### src/rtl/column_stream_writer.sv
// Buffers ray-cast column records and serialises each frame onto the column decoder's
// 16-bit write bus: one column-reset write, then five data writes per column.
module column_stream_writer #(
  parameter int unsigned NUM_COLS   = 640,
  parameter int unsigned FIFO_DEPTH = 4
) (
  input  logic        clk,
  input  logic        reset,
  input  logic        frame_start,
  input  logic        in_valid,
  output logic        in_ready,
  input  logic [15:0] in_top,
  input  logic [15:0] in_height,
  input  logic        in_dir,
  input  logic [2:0]  in_tex_type,
  input  logic [5:0]  in_tex_col,
  input  logic [31:0] in_sf,
  output logic        out_chipselect,
  output logic        out_write,
  output logic [3:0]  out_address,
  output logic [15:0] out_writedata,
  output logic        busy,
  output logic        frame_done,
  output logic [9:0]  col_count,
  output logic        err_overrun
);
  localparam int unsigned CNT_W  = 10;
  localparam int unsigned PTR_W  = (FIFO_DEPTH > 1) ? $clog2(FIFO_DEPTH) : 1;
  localparam int unsigned FCNT_W = $clog2(FIFO_DEPTH + 1);
  localparam logic [CNT_W-1:0]  LAST_COL = CNT_W'(NUM_COLS);
  localparam logic [CNT_W-1:0]  PENULT   = CNT_W'(NUM_COLS - 1);
  localparam logic [FCNT_W-1:0] FULL_CNT = FCNT_W'(FIFO_DEPTH);

  typedef enum logic [3:0] {
    S_IDLE, S_SYNC, S_WAIT_COL, S_W0, S_W1, S_W2, S_W3, S_W4, S_DONE
  } state_t;

  typedef struct packed {
    logic [15:0] top;
    logic [15:0] height;
    logic        dir;
    logic [2:0]  tex_type;
    logic [5:0]  tex_col;
    logic [31:0] sf;
  } rec_t;

  rec_t              r_mem [FIFO_DEPTH];
  logic [PTR_W-1:0]  r_wr_ptr;
  logic [PTR_W-1:0]  r_rd_ptr;
  logic [FCNT_W-1:0] r_fifo_cnt;
  state_t            r_state;
  logic              r_frame_open;
  logic [CNT_W-1:0]  r_acc_cnt;

  state_t            w_next;
  logic              w_push;
  logic              w_pop;
  logic              w_start;
  logic [PTR_W-1:0]  w_head_idx;
  rec_t              w_head;
  logic              w_write;
  logic [3:0]        w_addr;
  logic [15:0]       w_wdata;

  assign in_ready   = r_frame_open && (r_fifo_cnt != FULL_CNT) && (r_acc_cnt < LAST_COL);
  assign w_push     = in_valid && in_ready;
  assign w_pop      = (r_state == S_W4);
  assign w_start    = frame_start && (r_state == S_IDLE);
  // The word registered during W4 belongs to the record behind the one being popped.
  assign w_head_idx = w_pop ? PTR_W'(r_rd_ptr + PTR_W'(1)) : r_rd_ptr;
  assign w_head     = r_mem[w_head_idx];

  always_comb begin
    w_next = r_state;
    unique case (r_state)
      S_IDLE:     if (frame_start) w_next = S_SYNC;
      S_SYNC:     w_next = S_WAIT_COL;
      S_WAIT_COL: begin
        if (col_count == LAST_COL)      w_next = S_DONE;
        else if (r_fifo_cnt != '0)      w_next = S_W0;
      end
      S_W0:       w_next = S_W1;
      S_W1:       w_next = S_W2;
      S_W2:       w_next = S_W3;
      S_W3:       w_next = S_W4;
      S_W4: begin
        if (col_count == PENULT)               w_next = S_DONE;
        else if (r_fifo_cnt > FCNT_W'(1))      w_next = S_W0;
        else                                   w_next = S_WAIT_COL;
      end
      S_DONE:     w_next = S_IDLE;
      default:    w_next = S_IDLE;
    endcase
  end

  // Bus word for the state being entered, so the bus register lines up with the state.
  always_comb begin
    w_wdata = '0;
    w_write = (w_next inside {S_SYNC, S_W0, S_W1, S_W2, S_W3, S_W4});
    w_addr  = (w_next inside {S_W0, S_W1, S_W2, S_W3, S_W4}) ? 4'd1 : 4'd0;
    case (w_next)
      S_W0:    w_wdata = {6'b0, w_head.dir, w_head.tex_type, w_head.tex_col};
      S_W1:    w_wdata = w_head.height;
      S_W2:    w_wdata = w_head.top;
      S_W3:    w_wdata = w_head.sf[31:16];
      S_W4:    w_wdata = w_head.sf[15:0];
      default: w_wdata = '0;
    endcase
  end

  always_ff @(posedge clk) begin
    if (w_push) r_mem[r_wr_ptr] <= '{in_top, in_height, in_dir, in_tex_type, in_tex_col, in_sf};
  end

  always_ff @(posedge clk or posedge reset) begin
    if (reset) begin
      r_state        <= S_IDLE;
      r_wr_ptr       <= '0;
      r_rd_ptr       <= '0;
      r_fifo_cnt     <= '0;
      r_frame_open   <= 1'b0;
      r_acc_cnt      <= '0;
      col_count      <= '0;
      err_overrun    <= 1'b0;
      out_chipselect <= 1'b0;
      out_write      <= 1'b0;
      out_address    <= '0;
      out_writedata  <= '0;
      busy           <= 1'b0;
      frame_done     <= 1'b0;
    end else begin
      r_state        <= w_next;
      out_chipselect <= w_write;
      out_write      <= w_write;
      out_address    <= w_addr;
      out_writedata  <= w_wdata;
      busy           <= (w_next != S_IDLE) && (w_next != S_DONE);
      frame_done     <= (w_next == S_DONE);

      if (w_push) r_wr_ptr <= PTR_W'(r_wr_ptr + PTR_W'(1));
      if (w_pop)  r_rd_ptr <= PTR_W'(r_rd_ptr + PTR_W'(1));
      case ({w_push, w_pop})
        2'b10:   r_fifo_cnt <= FCNT_W'(r_fifo_cnt + FCNT_W'(1));
        2'b01:   r_fifo_cnt <= FCNT_W'(r_fifo_cnt - FCNT_W'(1));
        default: r_fifo_cnt <= r_fifo_cnt;
      endcase

      if (w_start) begin
        r_frame_open <= 1'b1;
        r_acc_cnt    <= '0;
        col_count    <= '0;
        err_overrun  <= 1'b0;
      end else begin
        if (frame_start) err_overrun <= 1'b1;
        // Counters saturate at the frame size; the frame closes on its last acceptance.
        if (w_push && (r_acc_cnt != LAST_COL)) begin
          r_acc_cnt <= CNT_W'(r_acc_cnt + CNT_W'(1));
          if (r_acc_cnt == PENULT) r_frame_open <= 1'b0;
        end
        if (w_pop && (col_count != LAST_COL)) col_count <= CNT_W'(col_count + CNT_W'(1));
      end
    end
  end

endmodule

### config.mk
export PLATFORM = sky130hd
export DESIGN_NAME = column_stream_writer
export DESIGN_NICKNAME = d
export VERILOG_FILES = /design/src/rtl/column_stream_writer.sv
export SDC_FILE = /design/constraint.sdc
export NUM_CORES = 1
export LEC_CHECK = 0
export BUFFER_PORTS_ARGS = -buffer_cell sky130_fd_sc_hd__buf_2
export CAP_MARGIN = 15
export CORE_MARGIN = 1.5
export CORE_UTILIZATION = 45
export DETAILED_ROUTE_END_ITERATION = 12
export HOLD_SLACK_MARGIN = 0.1
export PLACE_DENSITY_LB_ADDON = 0.1
export SYNTH_ARGS = -nofsm -noshare
export SYNTH_HDL_FRONTEND = slang
export SYNTH_SLANG_ARGS = --single-unit
### constraint.sdc
create_clock -name clk -period 4.6 [get_ports clk]
set_input_delay 0 -clock clk [delete_from_list [all_inputs] [get_ports clk]]
set_output_delay 0 -clock clk [all_outputs]
set_load 0.01 [all_outputs]
==> metrics.csv <==
stage;metric;value;unit
min_path;worst min-delay path category;primary input to register;
route;Detailed Route WL;34600;um
clocking;post-CTS sizing;0;
die;Die Span Y;186;um
timing;endpoints failing setup;0;
logic_synthesis;top-area cell type share of the netlist area;58.9;%
setup_path;Critical Path Source Type;register;
die;initial core utilization;46.0;%
timing;fin crit period;3.21;ns
route;Antenna Nets Post-Route;0;
placement;routability cong.;0.791;
placement;hpwl dp;20800;um
route;Post-route DRC;0;
outcome;outcome;complete, no violations;
clocking;Skew-Pair Late Insertion Delay;0.53;ns
cells_and_area;n_diodes;0;
logic_synthesis;top_reg_cell synth;edfxtp_1;
logic_synthesis;cell with the most instances after synthesis;edfxtp_1;
clocking;number of setup buffers added after CTS;0;
route;DRT Pass-1 Iters;6;
clocking;CTS max path bufs;3;
timing;Hold Vio Cnt, Final;0;
pwr;Peak VDD IR;0.293;mV
grt;global-route wire length before repair;53100;um
logic_synthesis;list of most frequent post-synthesis cells;edfxtp_1 (296), mux2i_1 (75), nor2_1 (62);
grt;GRT overflow;0;
grt;initial antenna violation count;0;
setup_path;CP required;5.01;ns
setup_path;CP Data Arrival Time;3.63;ns
die;core area;32800;sq um
timing;Slew Limit Fails;0;
clocking;CTS tree;built;
die;Ports;114;
cells_and_area;Final Instance Count excl. Fillers;1690;
die;die width;186;um
pwr;Leak Pwr;6.60;nW
logic_synthesis;Seq/Total Area, Yosys;67.7;%
cells_and_area;layout cell share with drive strength beyond 1;21.6;%
logic_synthesis;Yosys reg bits;349;
logic_synthesis;syn_area_per_cell;14.6;sq um
grt;number of global-route vias before repair;9214;
setup_path;CP Class;register to register;
grt;largest net degree at the start of global routing;78;
route;Iter 0 DRT Violations;751;
logic_synthesis;cell taking the most area after synthesis;edfxtp_1;
clocking;Num CTS Buffers;38;
logic_synthesis;synth top area cells;edfxtp_1 (59%), dfrtp_1 (8.8%), mux2i_1 (5.0%);
pwr;Power Density;632;nW/um^2
die;row cnt;66;
grt;GRT Total Usage;20.4;%
cells_and_area;Area Overhead vs Synth;18.7;%
timing;Worst-Margin Slew;1.08;ns
route;routed vias/inst;5.50;
cells_and_area;register area;10200;sq um
timing;clock skew;0.0238;ns
cells_and_area;Finished Cell Area;17900;sq um
cells_and_area;Final #Nets;1312;
logic_synthesis;Ys Warns;0;
timing;RSZ-0062 raised after global routing;false;
timing;Highest Clock Rate;311;MHz
route;wire length per cell;20.5;um
flow_run;Max-Cap Viols;0;
timing;final setup TNS;0;ns
timing;Final Cycle Share;69.9;%
clocking;# H-tree levels;2;
logic_synthesis;Post-synth ARST share;15.2;%
cells_and_area;layout filler cell count;2769;
clocking;root buffer cell;clkbuf_16;
timing;relative slew slack;28.1;%
logic_synthesis;Cell variety after synth;66;
clocking;clock slew seen by the registers of the worst setup and hold paths;0.06;ns
setup_path;CP max FO;77;
logic_synthesis;Mapped Area;15100;sq um
setup_path;Critical Path End Type;register;
clocking;Clock Sinks;349;
placement;IO buf count;110;
placement;Placed Instance Area;16000;sq um
die;full die area;34600;sq um
placement;placed insts;1546;
cells_and_area;multi-input logic area;4500;sq um
route;Vias;9296;
logic_synthesis;number of synthesized flops with an enable pin;296;
logic_synthesis;Synth Instances;1033;
## state kept, by name, indices dropped and copies added (netlist names)
signal,cells
r_wr_ptr,2
out_writedata,16
busy,1
r_frame_open,1
err_overrun,1
out_address,1
frame_done,1
out_write,1
col_count,10
r_acc_cnt,10
r_fifo_cnt,3
r_rd_ptr,2
r_state,4
r_mem,296
## where the power goes
group,internal [mW],leakage (nW),total [mW],switching (mW)
sequential,4.23,3.37,4.64,0.414
clock,1.56,0.536,2.74,1.18
combinational,1.55,2.69,3.95,2.40
total,7.33,6.60,11.3,3.99
## path summary, 6_finish.rpt
kind / from / end / slack, ns / cells past startpoint
max in group asynchronous: reset / r_rd_ptr[1] / 3.74 / 4
setup reg to reg: r_state[3] / out_writedata[9] / 1.39 / 7
hold reg to reg: err_overrun / err_overrun / 0.49 / 2
hold / removal: in_sf[10] / r_mem[0][10] / 0.22 / 2
min in group asynchronous: reset / out_writedata[11] / 0.26 / 4
setup / recovery: r_state[3] / out_writedata[9] / 1.39 / 7
## cells by family after synthesis
group | after synthesis | share of synthesized area, %
multiplexers | 138 | 9.90
flip-flops | 349 | 67.7
buffers and inverters | 76 | 2.72
adder cells (fa/ha/maj) | 13 | 1.08
AO/OA/AOI/OAI | 171 | 8.08
XOR/XNOR | 24 | 1.39
AND/OR/NAND/NOR | 261 | 9.07
other | 1 | 0.0249
## placed cells by master (no fill, tap or decap), drive strengths merged, types with 18 or more instances in the layout
master	count
o32ai	33
dfrtp	53
o21ai	25
a22oi	28
nand3	24
inv	18
nand2	44
nand2b	27
mux2	60
nor3	36
mux2i	75
edfxtp	296
nor2	62
a21oi	31
clkbuf	52
buf	128
dlygate4sd3	77
## timing repair
item / in CTS / in global routing
hold buffers: 77 / 0
endpoints found under the setup margin: 0 / 0
endpoints found under the hold margin: 357 / 0
## critical path, cell delays in order (launching register included)
cell,delay [ns]
dfrtp_1,0.52
nand4b_4,0.22
buf_4,0.76
mux2i_1,0.56
o21ai_0,0.36
o21ai_0,0.13
a211o_1,0.33
a41o_1,0.20
## cell type report
| type | count | share of cell area, % |
|---|---|---|
| clock buffers | 52 | 5.71 |
| clock inverters | 15 | 0.454 |
| inverters | 17 | 0.370 |
| multi-input cells | 610 | 25.1 |
| flip-flops and latches | 349 | 57.1 |
| well taps | 442 | 3.09 |
| repair buffers | 205 | 8.20 |
## layer usage
layer	wire (um)	GRT usage, %	vias to the layer above	part of all wire (%)
met5	0	0	-	0
met4	620	4.97	0	1.8
met3	1810	3.50	44	5.2
met2	15600	32.0	237	45
met1	16500	29.6	4640	48
li1	-	-	4375	-
## stage by stage
stage | setup slack (ns) | hold WS, ns | power, mW | utilization (%)
after floorplan | 1.36 | 0.0989 | 7.43 | -
after global placement | 1.53 | 0.215 | 8.55 | 48.9
after detailed placement | 1.33 | 0.219 | 8.61 | 48.9
after CTS | 1.31 | 0.204 | 11.4 | 54.6
after global routing | 1.07 | 0.220 | 12.0 | 54.6
final | 1.39 | 0.224 | 11.3 | 54.6
No activity file was read; power rests on OpenSTA's default activity.
